`src/rtl/calc_pkg.sv`:
```
// Shared definitions for the calculator datapath (multiplier, BCD conversion, display).
// Holds the default operand/result sizes and the conversion FSM state encoding.
package calc_pkg;

  // Binary width of the multiplier result and the BCD digit count that covers 2^32-1.
  localparam int unsigned CalcWidth  = 32;
  localparam int unsigned CalcDigits = 10;

  typedef enum logic [1:0] {
    IDLE  = 2'd0,
    SHIFT = 2'd1,
    DONE  = 2'd2
  } calc_state_e;

endpackage

```
`src/rtl/bcd_add3.sv`:
```
// Double-dabble digit correction: a BCD digit of 5 or more gets 3 added so that the
// following left shift carries correctly into the next decade.
// Ports:
//   digit_i  - 4-bit BCD digit before correction
//   digit_o  - corrected digit
module bcd_add3 (
  input  logic [3:0] digit_i,
  output logic [3:0] digit_o
);

  always_comb begin
    digit_o = (digit_i >= 4'd5) ? digit_i + 4'd3 : digit_i;
  end

endmodule

```
`src/rtl/bin_to_bcd.sv`:
```
// Sequential binary-to-BCD converter (shift-add-3, one bit per clock).
// Ports:
//   clk      - clock, rising edge
//   rst_n    - synchronous active-low reset
//   start    - conversion request, accepted only when idle
//   bin_in   - unsigned binary value, sampled when start is accepted
//   bcd_out  - packed BCD result, digit 0 (units) in bits [3:0]; held between conversions
//   busy     - conversion in progress
//   done     - one-cycle pulse, bcd_out has just been updated
module bin_to_bcd
  import calc_pkg::*;
#(
  parameter int unsigned WIDTH  = CalcWidth,
  parameter int unsigned DIGITS = CalcDigits
) (
  input  logic                  clk,
  input  logic                  rst_n,
  input  logic                  start,
  input  logic [WIDTH-1:0]      bin_in,
  output logic [4*DIGITS-1:0]   bcd_out,
  output logic                  busy,
  output logic                  done
);

  localparam int unsigned CntW = $clog2(WIDTH + 1);
  localparam int unsigned BcdW = 4 * DIGITS;
  localparam logic [CntW-1:0] CntLoad = CntW'(WIDTH);
  localparam logic [CntW-1:0] CntOne  = CntW'(1);

  calc_state_e       state_q, state_d;
  logic [WIDTH-1:0]  shreg_q, shreg_d;
  logic [BcdW-1:0]   scratch_q, scratch_d;
  logic [BcdW-1:0]   scratch_adj;
  logic [CntW-1:0]   cnt_q, cnt_d;
  logic [BcdW-1:0]   bcd_q, bcd_d;
  logic              done_q, done_d;

  for (genvar g = 0; g < DIGITS; g++) begin : g_add3
    bcd_add3 u_bcd_add3 (
      .digit_i (scratch_q[4*g +: 4]),
      .digit_o (scratch_adj[4*g +: 4])
    );
  end

  // State register
  always_ff @(posedge clk) begin
    if (!rst_n) begin
      state_q   <= IDLE;
      shreg_q   <= '0;
      scratch_q <= '0;
      cnt_q     <= '0;
      bcd_q     <= '0;
      done_q    <= 1'b0;
    end else begin
      state_q   <= state_d;
      shreg_q   <= shreg_d;
      scratch_q <= scratch_d;
      cnt_q     <= cnt_d;
      bcd_q     <= bcd_d;
      done_q    <= done_d;
    end
  end

  // Next-state and datapath
  always_comb begin
    state_d   = state_q;
    shreg_d   = shreg_q;
    scratch_d = scratch_q;
    cnt_d     = cnt_q;
    bcd_d     = bcd_q;
    done_d    = 1'b0;
    unique case (state_q)
      IDLE: begin
        if (start) begin
          shreg_d   = bin_in;
          scratch_d = '0;
          cnt_d     = CntLoad;
          state_d   = SHIFT;
        end
      end
      SHIFT: begin
        // {scratch, shreg} shifted left by one after the per-digit correction.
        scratch_d = {scratch_adj[BcdW-2:0], shreg_q[WIDTH-1]};
        shreg_d   = {shreg_q[WIDTH-2:0], 1'b0};
        cnt_d     = cnt_q - CntOne;
        if (cnt_q == CntOne) begin
          state_d = DONE;
        end
      end
      DONE: begin
        // Result only reaches bcd_out here, so partial scratch values are never visible.
        bcd_d   = scratch_q;
        done_d  = 1'b1;
        state_d = IDLE;
      end
      default: begin
        state_d = IDLE;
      end
    endcase
  end

  // Outputs depend on registers only
  always_comb begin
    busy    = (state_q != IDLE);
    bcd_out = bcd_q;
    done    = done_q;
  end

endmodule
```
`config.mk`:
```
export PLATFORM = sky130hd
export DESIGN_NAME = bin_to_bcd
export DESIGN_NICKNAME = d
export VERILOG_FILES = /design/src/rtl/calc_pkg.sv /design/src/rtl/bcd_add3.sv /design/src/rtl/bin_to_bcd.sv
export SDC_FILE = /design/constraint.sdc
export NUM_CORES = 1
export LEC_CHECK = 0
export CAP_MARGIN = 20
export CORE_MARGIN = 2
export CORE_UTILIZATION = 47
export CTS_BUF_LIST = sky130_fd_sc_hd__clkbuf_4
export DETAILED_ROUTE_END_ITERATION = 7
export GPL_ROUTABILITY_DRIVEN = 0
export PLACE_DENSITY = 0.78
export RECOVER_POWER = 25
export SYNTH_ARGS = -nofsm -noshare
export SYNTH_HDL_FRONTEND = slang
export SYNTH_SLANG_ARGS = --single-unit
```
`constraint.sdc`:
```
create_clock -name clk -period 1.8 [get_ports clk]
set_input_delay 0.45 -clock clk [delete_from_list [all_inputs] [get_ports clk]]
set_output_delay 0.45 -clock clk [all_outputs]
set_load 0.1 [all_outputs]
```
==> results by group <==
Finish
  • Commonest cells after routing, fill and taps aside: 132 x nand2_1, 119 x dfxtp_1, 90 x o21ai_0
  • Final #Nets: 792
  • Total non-filler cell area in the finished layout: 0.00704 sq mm
  • Area growth from synthesis to layout: 30.4%
  • Fraction of final layout cells sized beyond drive strength 1: 0.151
  • Fillers: 959
  • N_diodes: 0
  • Most common library cell in the layout ignoring fill and taps: nand2_1

Die
  • Core footprint: 0.0113 sq mm
  • Die area: 0.0124 sq mm
  • Die width: 111 microns
  • I/O pin cnt: 77
  • Vertical die dimension: 111 microns
  • Row count: 39
  • Initial cell density of the core: 0.477

Worst setup path
  • Endpoint type of the worst setup path: register
  • Critical path's largest stage delay: 0.39 ns
  • Worst R2R Path Depth: 6
  • Master of the slowest instance on the critical path: dfxtp_1
  • Type of the setup path with the least slack: register to register
  • Startpoint type of the worst setup path: register
  • Origin of the critical flop-to-flop path: scratch_q[25]
  • Data required time at the worst endpoint: 2.24 ns
  • Reg-to-Reg End: scratch_q[26]
  • Worst path arrival time: 2.14 ns
  • Critical path, cell by cell: inv_1, ha_1, nand2b_1, a21oi_1, mux2_2, o21ai_0
  • Biggest fanout along the worst timing path: 4
  • Worst reg2reg setup slack: 0.09 ns

Timing
  • Number of hold violations in the final report: 0
  • Total count of max-transition violations in the final report: 0
  • Max Clock Skew: 0.00957 ns
  • Setup repair after global routing missed its margin: false
  • Achievable frequency: 586 MHz
  • Slew at the pin closest to its max-slew limit: 0.699 ns
  • Final-report setup violation count: 0
  • Ratio of final minimum period to clock period: 0.948
  • Worst max-slew margin expressed relative to the limit: 0.534
  • Worst-case hold slack: 0.266 ns
  • Final Critical Period: 1.71 ns

Drt
  • Via Count: 4747
  • Detailed-route wire length on metal 1: 5120 microns
  • Number of detailed-routing iterations run before antenna repair: 5
  • Total Routed Length: 12000 microns
  • Starting DRC count in detailed routing: 286
  • Total DRC errors in the routed layout: 0
  • Uppermost signal routing layer after detailed routing: met4
  • Routed len/inst: 13.5 microns
  • Detail Route met3 WL: 650 microns
  • Met2 Routed Length: 6070 microns
  • Count of antenna-violating nets left after detailed routing: 0
  • Post-detailed-route via-to-cell ratio: 5.33

Hold path
  • Hold Crit Endpoint: shreg_q[31]
  • Hold path cells: 3
  • Worst hold path type: primary input to register
  • Hold Startpoint: rst_n

Yosys
  • Nets in the synthesized netlist: 715
  • Share of synthesized area occupied by flip-flops and latches: 0.449
  • Ranking of synthesized cells by area: dfxtp_1 45%, nand2_1 9.2%, o21ai_0 8.4%
  • Number of warning messages in the yosys log: 0
  • Top cell type by total area after synthesis: dfxtp_1
  • Number of distinct standard cells referenced by the synthesized netlist: 35
  • Count of state elements after synthesis: 121
  • Share of Yosys cell area claimed by the top area cell type: 0.449
  • Post-Syn Instances: 658
  • Avg Synthesized Cell Area: 8.21 sq um
  • Synthesized area: 0.00540 sq mm

Clock tree
  • Clock Sink Count: 121
  • Number of buffers on the longest clock path: 2
  • Clock latency on the worst-skew pair: 0.51 ns
  • Clock transition at the registers of the reported paths: 0.10 ns
  • Maximum level of the CTS H-tree: 4
  • Hold-fix buffers, CTS: 0
  • CTS tree: built
  • CTS Buf Count: 17
  • Root Driver: clkbuf_4

Global routing
  • Global Route Usage Sum: 0.197
  • Antenna violations before repair: 0
  • Via count of the first global-routing pass: 4605
  • Largest net degree at the start of global routing: 41
  • Global-route congestion overflow total: 0
  • Wire length of the first global-routing pass: 20400 microns

Pwr
  • Leak Pwr: 2.54 nW
  • Worst vdd ir: 0.385 mV
  • P per Cell Area: 726 mW/mm^2

Placed design
  • Number of buffer cells added on primary ports: 76
  • Post-place instance area: 0.00678 sq mm
  • Detailed-placement wirelength estimate: 8220 microns

Outcome
  • Result of the run: finished clean

Run
  • Max-cap violations: 0
## layer usage
metal	vias to the layer above	track usage
li1	2383	-
met2	141	0.359
met5	-	0
met1	2204	0.225
met4	0	0.0667
met3	19	0.0487
## registers in the layout, indices dropped and copies added, names as in the netlist
signal     count
state_q        2
bcd_out       40
scratch_q     40
shreg_q       32
done           1
cnt_q          6
## through the flow
stage | worst slack [ns] | setup TNS (ns) | std cells | total power, mW | utilization
floorplan | 0.178 | 0 | 658 | 3.20 | -
global placement | -0.0877 | -1.34 | 856 | 3.38 | 0.599
detailed placement | -0.193 | -4.43 | 856 | 3.40 | 0.599
CTS | 0.0370 | 0 | 888 | 5.14 | 0.621
global route | 0.00101 | 0 | 891 | 5.33 | 0.622
finish | 0.0930 | 0 | 891 | 5.11 | 0.622
## critical path: cells and delay by family (launching register included)
kind            cells  cell delay (ns)
compound gates      2             0.44
fa+ha+maj           1             0.18
buf+inv             1             0.09
flops               1             0.39
mux                 1             0.37
simple gates        1             0.15
## power by group
group	leakage [nW]	internal [mW]	switching, mW
registers	0.985	2.77	0.0564
logic	1.41	0.245	0.286
clock network	0.144	0.796	0.960
total	2.54	3.81	1.30
## worst max-delay path by stage
stage	startpoint	to	depth (start not counted)
after floorplan	state_q[0]	busy	4
after global placement	start	cnt_q[3]	4
after detailed placement	start	shreg_q[19]	5
after CTS	state_q[0]	busy	3
after global routing	scratch_q[5]	scratch_q[6]	6
final	scratch_q[25]	scratch_q[26]	6
## Yosys cell counts
cell / count
nand2_1: 133
dfxtp_1: 121
o21ai_0: 91
a21boi_0: 44
a21oi_1: 42
clkbuf_1: 32
nor2_1: 26
inv_1: 24
ha_1: 22
o22ai_1: 13
nand3_1: 11
xnor2_1: 11
mux2_2: 10
nand2b_1: 10
nor3_1: 10
o31ai_1: 9
xor2_1: 9
a21boi_1: 8
buf_2: 7
and2_1: 4
buf_4: 3
and3_1: 2
nor2b_1: 2
or3b_1: 2
or4_1: 2
a22oi_1: 1
inv_2: 1
nand2b_4: 1
nand3b_1: 1
nor4_2: 1
o211a_1: 1
o21a_1: 1
o21bai_2: 1
o311ai_0: 1
or3_4: 1
## area by class of cell
cell class	count	area, sq um	share of cell area
repair buffers	100	1380	0.195
well taps	143	179	0.0254
inverters	25	93.8	0.0133
clock inverters	14	113	0.0160
clock buffers	18	135	0.0192
flip-flops and latches	121	2430	0.345
multi-input cells	470	2720	0.386
## timing repair
item | CTS | global route
buffers inserted | 0 | 3
resized for setup | 5 | 3
endpoints found under the setup margin | 1 | 3
## cell families after synthesis
logic type                 count (synthesis)  synth area share
muxes                                     10            0.0209
xor gates and xnor gates                  20            0.0324
and+or+nand+nor                          206             0.165
AOI/OAI and AO/OA                        212             0.232
DFF                                      121             0.449
adders and majority gates                 22            0.0510
buffers and inverters                     67            0.0503
Power figures use the tool's default switching activity.
